==> config.mk <==
export PLATFORM = sky130hd
export DESIGN_NAME = brick_draw_ctrl
export DESIGN_NICKNAME = d
export VERILOG_FILES = /design/src/rtl/breakout_pkg.sv /design/src/rtl/brick_pixel_counter.sv /design/src/rtl/brick_draw_ctrl.sv
export SDC_FILE = /design/constraint.sdc
export NUM_CORES = 1
export LEC_CHECK = 0
export ABC_AREA = 1
export CAP_MARGIN = 20
export CORE_UTILIZATION = 44
export DETAILED_ROUTE_END_ITERATION = 10
export HOLD_SLACK_MARGIN = 0.15
export PLACE_DENSITY_LB_ADDON = 0.12
export SLEW_MARGIN = 20
export SYNTH_ARGS = -nofsm -noshare
export SYNTH_HDL_FRONTEND = slang
export SYNTH_SLANG_ARGS = --single-unit
export TNS_END_PERCENT = 30
==> constraint.sdc <==
create_clock -name clock -period 1.3 [get_ports clock]
set_input_delay 0.13 -clock clock [delete_from_list [all_inputs] [get_ports clock]]
set_output_delay 0.13 -clock clock [all_outputs]
set_load 0.05 [all_outputs]
==> src/rtl/breakout_pkg.sv <==
// Shared definitions for the breakout renderer.
//   draw_state_e   : brick sequencer states
//   BRICK_W/H      : brick size in pixels, sets the pixel counter widths
//   BRICK_*_MSB/LSB: field positions inside a brick memory record
package breakout_pkg;

    typedef enum logic [1:0] {
        StIdle  = 2'd0,
        StFetch = 2'd1,
        StDraw  = 2'd2,
        StDone  = 2'd3
    } draw_state_e;

    localparam int unsigned BRICK_W = 16;
    localparam int unsigned BRICK_H = 4;

    localparam int unsigned CNT_X_W = $clog2(BRICK_W);
    localparam int unsigned CNT_Y_W = $clog2(BRICK_H);

    // Brick record layout: x [18:11], y [9:3], colour [2:0]
    localparam int unsigned BRICK_X_MSB      = 18;
    localparam int unsigned BRICK_X_LSB      = 11;
    localparam int unsigned BRICK_Y_MSB      = 9;
    localparam int unsigned BRICK_Y_LSB      = 3;
    localparam int unsigned BRICK_COLOUR_MSB = 2;
    localparam int unsigned BRICK_COLOUR_LSB = 0;

endpackage

==> src/rtl/brick_pixel_counter.sv <==
// Pixel offset counter for one brick (x runs fastest, y steps when x wraps).
//   clock, reset_regs : clock and asynchronous active-low reset
//   en                : advance one pixel
//   clr               : return to (0,0); takes priority over en
//   cnt_x, cnt_y      : current pixel offset
//   last              : current pixel is the bottom-right corner
module brick_pixel_counter
    import breakout_pkg::*;
(
    input  logic               clock,
    input  logic               reset_regs,
    input  logic               en,
    input  logic               clr,
    output logic [CNT_X_W-1:0] cnt_x,
    output logic [CNT_Y_W-1:0] cnt_y,
    output logic               last
);

    localparam logic [CNT_X_W-1:0] XMax = CNT_X_W'(BRICK_W - 1);
    localparam logic [CNT_Y_W-1:0] YMax = CNT_Y_W'(BRICK_H - 1);

    logic [CNT_X_W-1:0] x_q, x_d;
    logic [CNT_Y_W-1:0] y_q, y_d;

    always_ff @(posedge clock or negedge reset_regs) begin
        if (!reset_regs) begin
            x_q <= '0;
            y_q <= '0;
        end else begin
            x_q <= x_d;
            y_q <= y_d;
        end
    end

    // Both counters wrap naturally, so advancing past the last pixel lands on (0,0).
    always_comb begin
        x_d = x_q;
        y_d = y_q;
        if (clr) begin
            x_d = '0;
            y_d = '0;
        end else if (en) begin
            x_d = x_q + CNT_X_W'(1);
            if (x_q == XMax) begin
                y_d = y_q + CNT_Y_W'(1);
            end
        end
    end

    assign cnt_x = x_q;
    assign cnt_y = y_q;
    assign last  = (x_q == XMax) && (y_q == YMax);

endmodule

==> src/rtl/brick_draw_ctrl.sv <==
// Brick renderer sequencer: fetches each brick record, loads the display
// registers, then sweeps every pixel of the brick with plot asserted.
//   clock, reset_regs    : clock and asynchronous active-low reset
//   start                : redraw request, only honoured when idle
//   hold                 : arbiter freeze; position is kept, strobes drop
//   mem_ready            : brick memory data valid
//   mem_rd, mem_addr     : brick memory read request and record address
//   load_regs            : load brick x/y/colour into the display registers
//   brick_counter_x/y    : pixel offset inside the current brick
//   plot                 : VGA write enable
//   busy, done           : activity flag and end-of-frame pulse
module brick_draw_ctrl
    import breakout_pkg::*;
#(
    parameter int unsigned NUM_BRICKS = 40,
    parameter int unsigned ADDR_W     = 6
) (
    input  logic               clock,
    input  logic               reset_regs,
    input  logic               start,
    input  logic               hold,
    input  logic               mem_ready,
    output logic               mem_rd,
    output logic [ADDR_W-1:0]  mem_addr,
    output logic               load_regs,
    output logic [CNT_X_W-1:0] brick_counter_x,
    output logic [CNT_Y_W-1:0] brick_counter_y,
    output logic               plot,
    output logic               busy,
    output logic               done
);

    localparam logic [ADDR_W-1:0] LastAddr = ADDR_W'(NUM_BRICKS - 1);

    draw_state_e       state_q, state_d;
    logic [ADDR_W-1:0] addr_q, addr_d;
    logic              plot_q, plot_d;
    logic              cnt_en, cnt_clr, pix_last;

    brick_pixel_counter u_pixel_counter (
        .clock      (clock),
        .reset_regs (reset_regs),
        .en         (cnt_en),
        .clr        (cnt_clr),
        .cnt_x      (brick_counter_x),
        .cnt_y      (brick_counter_y),
        .last       (pix_last)
    );

    // State register, address and registered plot enable.
    always_ff @(posedge clock or negedge reset_regs) begin
        if (!reset_regs) begin
            state_q <= StIdle;
            addr_q  <= '0;
            plot_q  <= 1'b0;
        end else begin
            state_q <= state_d;
            addr_q  <= addr_d;
            plot_q  <= plot_d;
        end
    end

    // Next-state logic. Hold freezes FETCH/DRAW; IDLE and DONE ignore it.
    always_comb begin
        state_d = state_q;
        unique case (state_q)
            StIdle:  if (start) state_d = StFetch;
            StFetch: if (!hold && mem_ready) state_d = StDraw;
            StDraw: begin
                if (!hold && pix_last) begin
                    state_d = (addr_q == LastAddr) ? StDone : StFetch;
                end
            end
            StDone:  state_d = StIdle;
            default: state_d = StIdle;
        endcase
    end

    // Address and pixel counter control. The counter wraps to (0,0) on its
    // own after the last pixel, so moving to the next brick needs no clear.
    always_comb begin
        addr_d  = addr_q;
        cnt_en  = 1'b0;
        cnt_clr = 1'b0;
        unique case (state_q)
            StIdle: begin
                if (start) begin
                    addr_d  = '0;
                    cnt_clr = 1'b1;
                end
            end
            StFetch: ;
            StDraw: begin
                cnt_en = !hold;
                if (!hold && pix_last && (addr_q != LastAddr)) begin
                    addr_d = addr_q + ADDR_W'(1);
                end
            end
            StDone: begin
                addr_d  = '0;
                cnt_clr = 1'b1;
            end
            default: ;
        endcase
        plot_d = (state_d == StDraw);
    end

    // Outputs. Hold must suppress the strobes in the cycle it is raised,
    // hence the combinational gating on top of the registered plot.
    always_comb begin
        mem_rd    = (state_q == StFetch) && !hold;
        load_regs = (state_q == StFetch) && !hold && mem_ready;
        plot      = plot_q && !hold;
        busy      = (state_q != StIdle);
        done      = (state_q == StDone);
        mem_addr  = addr_q;
    end

endmodule

==> results of run 1 <==
## synthesized netlist by cell type
master | count | area share
sky130_fd_sc_hd__a31oi_1 | 2 | 0.013
sky130_fd_sc_hd__ha_1 | 8 | 0.10
sky130_fd_sc_hd__nand2_2 | 2 | 0.013
sky130_fd_sc_hd__o21ai_0 | 7 | 0.037
sky130_fd_sc_hd__nor3_1 | 3 | 0.016
sky130_fd_sc_hd__inv_1 | 17 | 0.067
sky130_fd_sc_hd__nand3_1 | 7 | 0.037
sky130_fd_sc_hd__xor2_1 | 2 | 0.018
sky130_fd_sc_hd__or2_2 | 1 | 0.0065
sky130_fd_sc_hd__buf_6 | 1 | 0.012
sky130_fd_sc_hd__dfrtp_1 | 15 | 0.39
sky130_fd_sc_hd__nor3b_1 | 1 | 0.0078
sky130_fd_sc_hd__nor2_1 | 18 | 0.070
sky130_fd_sc_hd__nand2_1 | 22 | 0.086
sky130_fd_sc_hd__inv_2 | 2 | 0.0078
sky130_fd_sc_hd__o21ai_2 | 1 | 0.0091
sky130_fd_sc_hd__nand3b_4 | 1 | 0.021
sky130_fd_sc_hd__nand4_1 | 1 | 0.0065
sky130_fd_sc_hd__o21ai_1 | 3 | 0.016
sky130_fd_sc_hd__nand3_2 | 1 | 0.010
sky130_fd_sc_hd__o21bai_1 | 1 | 0.0078
sky130_fd_sc_hd__a21oi_1 | 1 | 0.0052
sky130_fd_sc_hd__xnor2_1 | 2 | 0.018
sky130_fd_sc_hd__nand2_4 | 1 | 0.012
sky130_fd_sc_hd__a21o_1 | 1 | 0.0078
## cells in the final DEF (no fill, tap or decap), types with 2 or more instances in the layout
master / Yosys / routed
sky130_fd_sc_hd__ha_2: 0 / 2
sky130_fd_sc_hd__nor2_2: 0 / 3
sky130_fd_sc_hd__ha_1: 8 / 2
sky130_fd_sc_hd__buf_12: 0 / 17
sky130_fd_sc_hd__nor3_1: 3 / 2
sky130_fd_sc_hd__o21ai_2: 1 / 3
sky130_fd_sc_hd__o21ai_1: 3 / 5
sky130_fd_sc_hd__a31oi_1: 2 / 2
sky130_fd_sc_hd__buf_4: 0 / 26
sky130_fd_sc_hd__dfrtp_2: 0 / 6
sky130_fd_sc_hd__inv_2: 2 / 6
sky130_fd_sc_hd__buf_6: 1 / 5
sky130_fd_sc_hd__clkbuf_4: 0 / 3
sky130_fd_sc_hd__nand2_2: 2 / 6
sky130_fd_sc_hd__clkdlybuf4s50_1: 0 / 4
sky130_fd_sc_hd__nand2_1: 22 / 18
sky130_fd_sc_hd__inv_1: 17 / 10
sky130_fd_sc_hd__nor2_1: 18 / 14
sky130_fd_sc_hd__xor2_1: 2 / 2
sky130_fd_sc_hd__nand3_1: 7 / 7
sky130_fd_sc_hd__ha_4: 0 / 4
sky130_fd_sc_hd__dfrtp_1: 15 / 9
sky130_fd_sc_hd__xnor2_1: 2 / 2
sky130_fd_sc_hd__o21ai_0: 7 / 3
## report_power, final
part | switching, W | internal [W]
sequential | 0.0000536 | 0.000547
combinational | 0.00121 | 0.00102
clock | 0.000156 | 0.000119
## routing by layer
layer	wire length (microns)	vias to the layer above	GRT usage
li1	-	498	-
met1	1210	491	0.296
met2	1630	29	0.528
met3	91	6	0.0472
met4	57	0	0.0882
met5	0	-	0
## worst max-delay path by stage
stage	slack, ns	to	start	depth (start not counted)
6_report	-0.27	busy	state_q[1]$_DFF_PN0_	6
5_1_grt	-0.31	busy	state_q[1]$_DFF_PN0_	6
4_1_cts	-0.23	busy	state_q[1]$_DFF_PN0_	6
3_5_place_dp	-0.14	mem_addr[1]$_DFFE_PN0P_	hold	9
3_3_place_gp	-0.12	mem_addr[1]$_DFFE_PN0P_	hold	8
2_1_floorplan	-0.29	mem_addr[4]$_DFFE_PN0P_	state_q[0]$_DFF_PN0_	8
## final cells by class
type	count	area share
well taps	27	0.0192
inverters	19	0.0469
clock buffers	4	0.0149
multi-input cells	86	0.342
repair buffers	52	0.359
flip-flops and latches	15	0.218
## flip-flops by register name, indices dropped and copies added (netlist names)
| signal | count |
|---|---|
| u_pixel_counter.cnt_y | 2 |
| state_q | 2 |
| plot_q | 1 |
| mem_addr | 6 |
| u_pixel_counter.cnt_x | 4 |
## through the flow
stage	hold WS [ns]	setup TNS, ns	setup slack [ns]	area (sq um)
floorplan	-0.166	-2.71	-0.289	990
finish	0.153	-2.57	-0.269	1760
detailed placement	0.466	-0.940	-0.138	1580
global placement	0.466	-0.731	-0.125	1580
global route	0.152	-3.61	-0.306	1760
CTS	0.156	-2.40	-0.233	1700
## what timing repair did
action | 4_1_cts | 5_1_grt
buffers inserted | 5 | 1
hold endpoints to repair | 0 | 0
setup endpoints to repair | 17 | 19
resized for setup | 18 | 17
pin swaps | 3 | 5
## kinds of logic (layout without fill, tap and decap cells)
family                   count (synthesis)  in the layout  synth area share
AND/OR/NAND/NOR                         58             58             0.286
flip-flops                              15             15             0.392
adder cells (fa/ha/maj)                  8              8             0.104
XOR/XNOR                                 4              4            0.0366
buffers and inverters                   20             75            0.0862
AO/OA/AOI/OAI                           16             16            0.0953
## worst register-to-register path, cell delays in order (launching register included)
cell and delay, ns:
sky130_fd_sc_hd__dfrtp_1 0.42, sky130_fd_sc_hd__inv_2 0.10, sky130_fd_sc_hd__buf_6 0.11, sky130_fd_sc_hd__ha_4 0.14
sky130_fd_sc_hd__clkinvlp_4 0.11, sky130_fd_sc_hd__or2_4 0.26, sky130_fd_sc_hd__nand3b_4 0.13, sky130_fd_sc_hd__inv_4 0.06
sky130_fd_sc_hd__nand2_2 0.05, sky130_fd_sc_hd__o21ai_1 0.06
==> impl_metrics.env, run 1 <==
export IMPL_worst_path_dominant_cell_family="buffers and inverters"
export IMPL_die_width_microns=48.7
export IMPL_worst_endpoint_required_ns=1.17
export IMPL_crit_fanout=4
export IMPL_drcViolationCount=0
export IMPL_firstDrtPassIters=4
export IMPL_routed_wirelength_mm=2.99
export IMPL_clk_pin_slew_worst_paths_ns=0.09
export IMPL_tritoncts="done"
export IMPL_start_util=0.479
export IMPL_power_per_cell_area_mw_per_mm2=1760
export IMPL_fin_total_pwr_w=0.00310
export IMPL_final_seq_area_sq_um=383
export IMPL_synth_area_sq_um=958
export IMPL_die_height_microns=48.7
export IMPL_core_area_sq_mm=0.00200
export IMPL_antenna_found_initial=0
export IMPL_drt_antenna_violating_nets=0
export IMPL_clock_path_buffers=2
export IMPL_cp_capture_type="output pin"
export IMPL_timing_worst_slew_pin_value_ns=0.282
export IMPL_total_placed_cells_including_tap_cells=193
export IMPL_area_growth_syn_to_layout_pct=83.6
export IMPL_post_synthesis_sequential_area_ratio=0.392
export IMPL_crit_buf_inv=5
export IMPL_antenna_diode_count=0
export IMPL_rsz0062_at_grt="true"
export IMPL_report_final_setup_viol=17
export IMPL_path_class="flop to output pin"
export IMPL_slew_headroom=0.811
export IMPL_path_cells="inv_2, buf_6, ha_4, clkinvlp_4, buf_6, buf_12"
export IMPL_cts_buffers_inserted=3
export IMPL_yosys_register_bits=15
export IMPL_deepest_level_of_the_cts_h_tree=1
export IMPL_fin_worst_skew_ns=0.00201
export IMPL_finalCoreUtilization=0.879
export IMPL_globalplace_congestion=0.793
export IMPL_worst_ir_drop_vdd_mv=1.95
export IMPL_fin_nets=190
export IMPL_layout_cells_non_filler=203
export IMPL_initialDrtViolationCount=17
export IMPL_cts_num_sinks=15
export IMPL_mappedNetlistNets=134
export IMPL_hpwl_mm=2.04
export IMPL_critical_path_max_stage_delay_ns=0.42
export IMPL_grt_overflow=0
export IMPL_reg2regPathDepth=9
export IMPL_critical_path_slowest_cell="sky130_fd_sc_hd__dfrtp_1"
export IMPL_violations="negative setup slack"
export IMPL_crit_path_frequent_cell="sky130_fd_sc_hd__buf_6"
export IMPL_timing_final_crit_period_ns=1.57
export IMPL_fp_dieArea_sq_mm=0.00237
export IMPL_min_path_type="primary input to async pin"
export IMPL_global_route_wire_length_before_repair_mm=4.87
export IMPL_insertion_delay_of_the_later_clocked_pin_in_the_worst_skew_pair_ns=0.28
export IMPL_port_buffer_count=21
export IMPL_floorplan_rows=16
export IMPL_post_synth_inst_count=121
export IMPL_post_route_worst_setup_slack_ns=-0.269
export IMPL_pin_count_of_the_biggest_net_entering_global_routing=16
export IMPL_layout_drive_gt1_share=0.511
export IMPL_hold_viol=0
export IMPL_worstReg2RegStart="state_q[1]$_DFF_PN0_"
export IMPL_worstPathArrival_ns=1.44
export IMPL_yosysWarningCount=0
export IMPL_grt_util_all_layers=0.273
export IMPL_hold_buffers=0
export IMPL_synth_cell_types=25
export IMPL_avg_cell_area_syn_sq_um=7.92
export IMPL_fmax_mhz=637
export IMPL_post_drt_via_cell_ratio=5.04
export IMPL_num_io_pins=22
export IMPL_power_leakage_nw=0.840
export IMPL_ctsRootBufferMaster="sky130_fd_sc_hd__clkbuf_4"
export IMPL_r2r_slack_ns=-0.26
export IMPL_vias_in_the_first_global_route=1064
export IMPL_filler_cell_count=101
export IMPL_detail_route_wl_per_cell_microns=14.7
export IMPL_final_max_slew_viol_count=0
export IMPL_timing_rr_end="mem_addr[3]$_DFFE_PN0P_"
export IMPL_timing_max_cap_violations=0
export IMPL_finalCritPeriodShare=1.21
export IMPL_vias=1024
export IMPL_result_of_the_run="finished with violations"
export IMPL_total_area_of_multi_input_combinational_cells_sq_um=602
export IMPL_crit_path_start_kind="flop"
No activity file was read; power rests on OpenSTA's default activity.
==> inputs of run 2 (changes only) <==
CORE_UTILIZATION = 45   (was 44)
DONT_BUFFER_PORTS = 1   (was not set)
==> run 2 against run 1 <==
  * The run still ends with negative setup slack left
  * Setup slack improved by 0.12 ns
  * Critical path depth decreased by 1
  * Critical path type unchanged
  * Total power shrank 16%
  * Sequential share of layout area rose by 3.9 points
  * First-iteration DRC count rose by 24%
  * Global-route usage down 4.6 points
  * Register-to-register slack improved by 0.12 ns
  * Clock power shrank 3%
  * Utilization down 12 points
  * Clock-buffer cell count did not move
==> impl_metrics.env, run 2 (synthesized netlist as in run 1, its figures left out) <==
export IMPL_timing_rr_end="mem_addr[5]$_DFFE_PN0P_"
export IMPL_finalCritPeriodShare=1.11
export IMPL_area_growth_syn_to_layout_pct=55.9
export IMPL_final_max_slew_viol_count=0
export IMPL_worst_endpoint_required_ns=1.17
export IMPL_setup_tns_ns=-1.32
export IMPL_antenna_diode_count=0
export IMPL_violations="negative setup slack"
export IMPL_power_per_cell_area_mw_per_mm2=1750
export IMPL_rsz0062_at_grt="true"
export IMPL_crit_end="busy"
export IMPL_fin_worst_skew_ns=0.00400
export IMPL_slew_headroom=0.536
export IMPL_layout_commonest_cell="sky130_fd_sc_hd__buf_4"
export IMPL_fp_dieArea_sq_mm=0.00232
export IMPL_timing_max_cap_violations=0
export IMPL_timing_final_crit_period_ns=1.45
export IMPL_antenna_found_initial=0
export IMPL_fmax_mhz=692
export IMPL_tritoncts="done"
export IMPL_vias=934
export IMPL_cp_capture_type="output pin"
export IMPL_timing_worst_slew_pin_value_ns=0.693
export IMPL_grt_util_all_layers=0.228
export IMPL_largest_register_ff_count=6
export IMPL_hold_viol=0
export IMPL_detail_route_wl_per_cell_microns=12.7
export IMPL_result_of_the_run="finished with violations"
export IMPL_seq_power_share=0.232
export IMPL_globalplace_congestion=0.733
export IMPL_core_area_sq_mm=0.00198
export IMPL_internal_pwr_total_w=0.00137
export IMPL_grt_overflow=0
export IMPL_share_clk_of_total_power=0.102
export IMPL_power_leakage_nw=0.725
export IMPL_switchingPower_w=0.00124
export IMPL_clk_pin_slew_worst_paths_ns=0.09
export IMPL_finalCoreUtilization=0.754
export IMPL_deepest_level_of_the_cts_h_tree=1
export IMPL_post_route_worst_setup_slack_ns=-0.145
export IMPL_port_buffer_count=0
export IMPL_clock_path_buffers=2
export IMPL_layout_drive_gt1_share=0.503
export IMPL_crit_start="state_q[1]$_DFF_PN0_"
export IMPL_crit_fanout=3
export IMPL_global_route_wire_length_before_repair_mm=3.57
export IMPL_num_io_pins=22
export IMPL_start_util=0.484
export IMPL_vias_in_the_first_global_route=852
export IMPL_post_drt_via_cell_ratio=4.97
export IMPL_report_final_setup_viol=16
export IMPL_netSwitchingFraction=0.475
export IMPL_hpwl_mm=1.66
export IMPL_reg2regPathDepth=7
export IMPL_layout_cells_most_common_list="27 x sky130_fd_sc_hd__buf_4, 18 x sky130_fd_sc_hd__nand2_1, 14 x sky130_fd_sc_hd__nor2_1, 12 x sky130_fd_sc_hd__inv_1, 9 x sky130_fd_sc_hd__dfrtp_1"
export IMPL_pin_count_of_the_biggest_net_entering_global_routing=16
export IMPL_fin_nets=175
export IMPL_die_width_microns=48.2
export IMPL_drt_antenna_violating_nets=0
export IMPL_worstReg2RegStart="state_q[1]$_DFF_PN0_"
export IMPL_firstDrtPassIters=4
export IMPL_r2r_slack_ns=-0.14
export IMPL_cts_num_sinks=15
export IMPL_die_height_microns=48.2
export IMPL_insertion_delay_of_the_later_clocked_pin_in_the_worst_skew_pair_ns=0.28
export IMPL_cts_buffers_inserted=3
export IMPL_worstPathArrival_ns=1.32
export IMPL_floorplan_rows=16
export IMPL_pwr_share_comb=0.667
export IMPL_path_class="flop to output pin"
export IMPL_crit_path_start_kind="flop"
export IMPL_initialDrtViolationCount=21
export IMPL_worst_ir_drop_vdd_mv=1.98
export IMPL_min_path_type="primary input to flop"
export IMPL_ctsRootBufferMaster="sky130_fd_sc_hd__clkbuf_4"
export IMPL_drcViolationCount=0
export IMPL_routed_wirelength_mm=2.38
-- run 2: cell count changes in the layout (fill, tap and decap cells not counted), sizes merged --
cell / delta
buf: -13
clkdlybuf4s50: -4
dlygate4sd3: +2
-- run 2: final cells by class --
type / count / area [sq um]
Clock buffer: 4 / 26.3
Sequential cell: 15 / 383
Inverter: 19 / 77.6
Multi-Input combinational cell: 86 / 648
Timing Repair Buffer: 37 / 325
Tap cell: 27 / 33.8
Fill cell: 153 / 488
-- run 2: power groups by stage --
stage          combinational (W)  sequential [W]  clock [W]
3_5_place_dp             0.00135        0.000606          0
5_1_grt                  0.00189        0.000617   0.000295
3_3_place_gp             0.00133        0.000598          0
2_1_floorplan           0.000819        0.000759          0
4_1_cts                  0.00169        0.000606   0.000266
6_report                 0.00175        0.000606   0.000266
-- run 2: worst max-delay path: stages, from the launching register on --
cell	delay (ns)
sky130_fd_sc_hd__dfrtp_1	0.42
sky130_fd_sc_hd__inv_2	0.12
sky130_fd_sc_hd__ha_4	0.16
sky130_fd_sc_hd__clkinvlp_4	0.09
sky130_fd_sc_hd__buf_6	0.12
sky130_fd_sc_hd__buf_8	0.14
-- run 2: timing repair --
action,4_1_cts,5_1_grt
endpoints found under the setup margin,17,19
resized for setup,38,6
setup buffers,4,0
gates cloned,0,0
pin swaps,14,2
hold buffers,2,0
hold endpoints to repair,18,0
-- run 2: worst min path at each step --
stage / cells past startpoint / endpoint / start / slack [ns]
floorplan: 0 / mem_addr[0]$_DFFE_PN0P_ / reset_regs / -0.17
global placement: 0 / u_pixel_counter.cnt_y[0]$_DFFE_PN0P_ / reset_regs / -0.17
detailed placement: 0 / u_pixel_counter.cnt_y[0]$_DFFE_PN0P_ / reset_regs / -0.17
CTS: 5 / u_pixel_counter.cnt_x[1]$_DFFE_PN0P_ / hold / 0.18
global route: 5 / u_pixel_counter.cnt_y[1]$_DFFE_PN0P_ / start / 0.21
finish: 5 / u_pixel_counter.cnt_y[1]$_DFFE_PN0P_ / start / 0.18
-- run 2: layer usage --
metal	routed length [microns]	GRT usage	vias up
li1	-	-	469
met1	936	0.251	439
met2	1320	0.427	20
met3	77	0.0407	6
met4	48	0.0889	0
met5	0	0	-
-- run 2: metrics by stage --
step	hold slack (ns)	total power (W)	cells	setup WS [ns]	cell area, sq um
6_report	0.182	0.00262	188	-0.145	1490
5_1_grt	0.209	0.00280	188	-0.225	1490
4_1_cts	0.181	0.00256	188	-0.146	1470
3_5_place_dp	-0.165	0.00196	179	-0.157	1260
3_3_place_gp	-0.165	0.00193	179	-0.101	1260
2_1_floorplan	-0.166	0.00158	121	-0.289	990
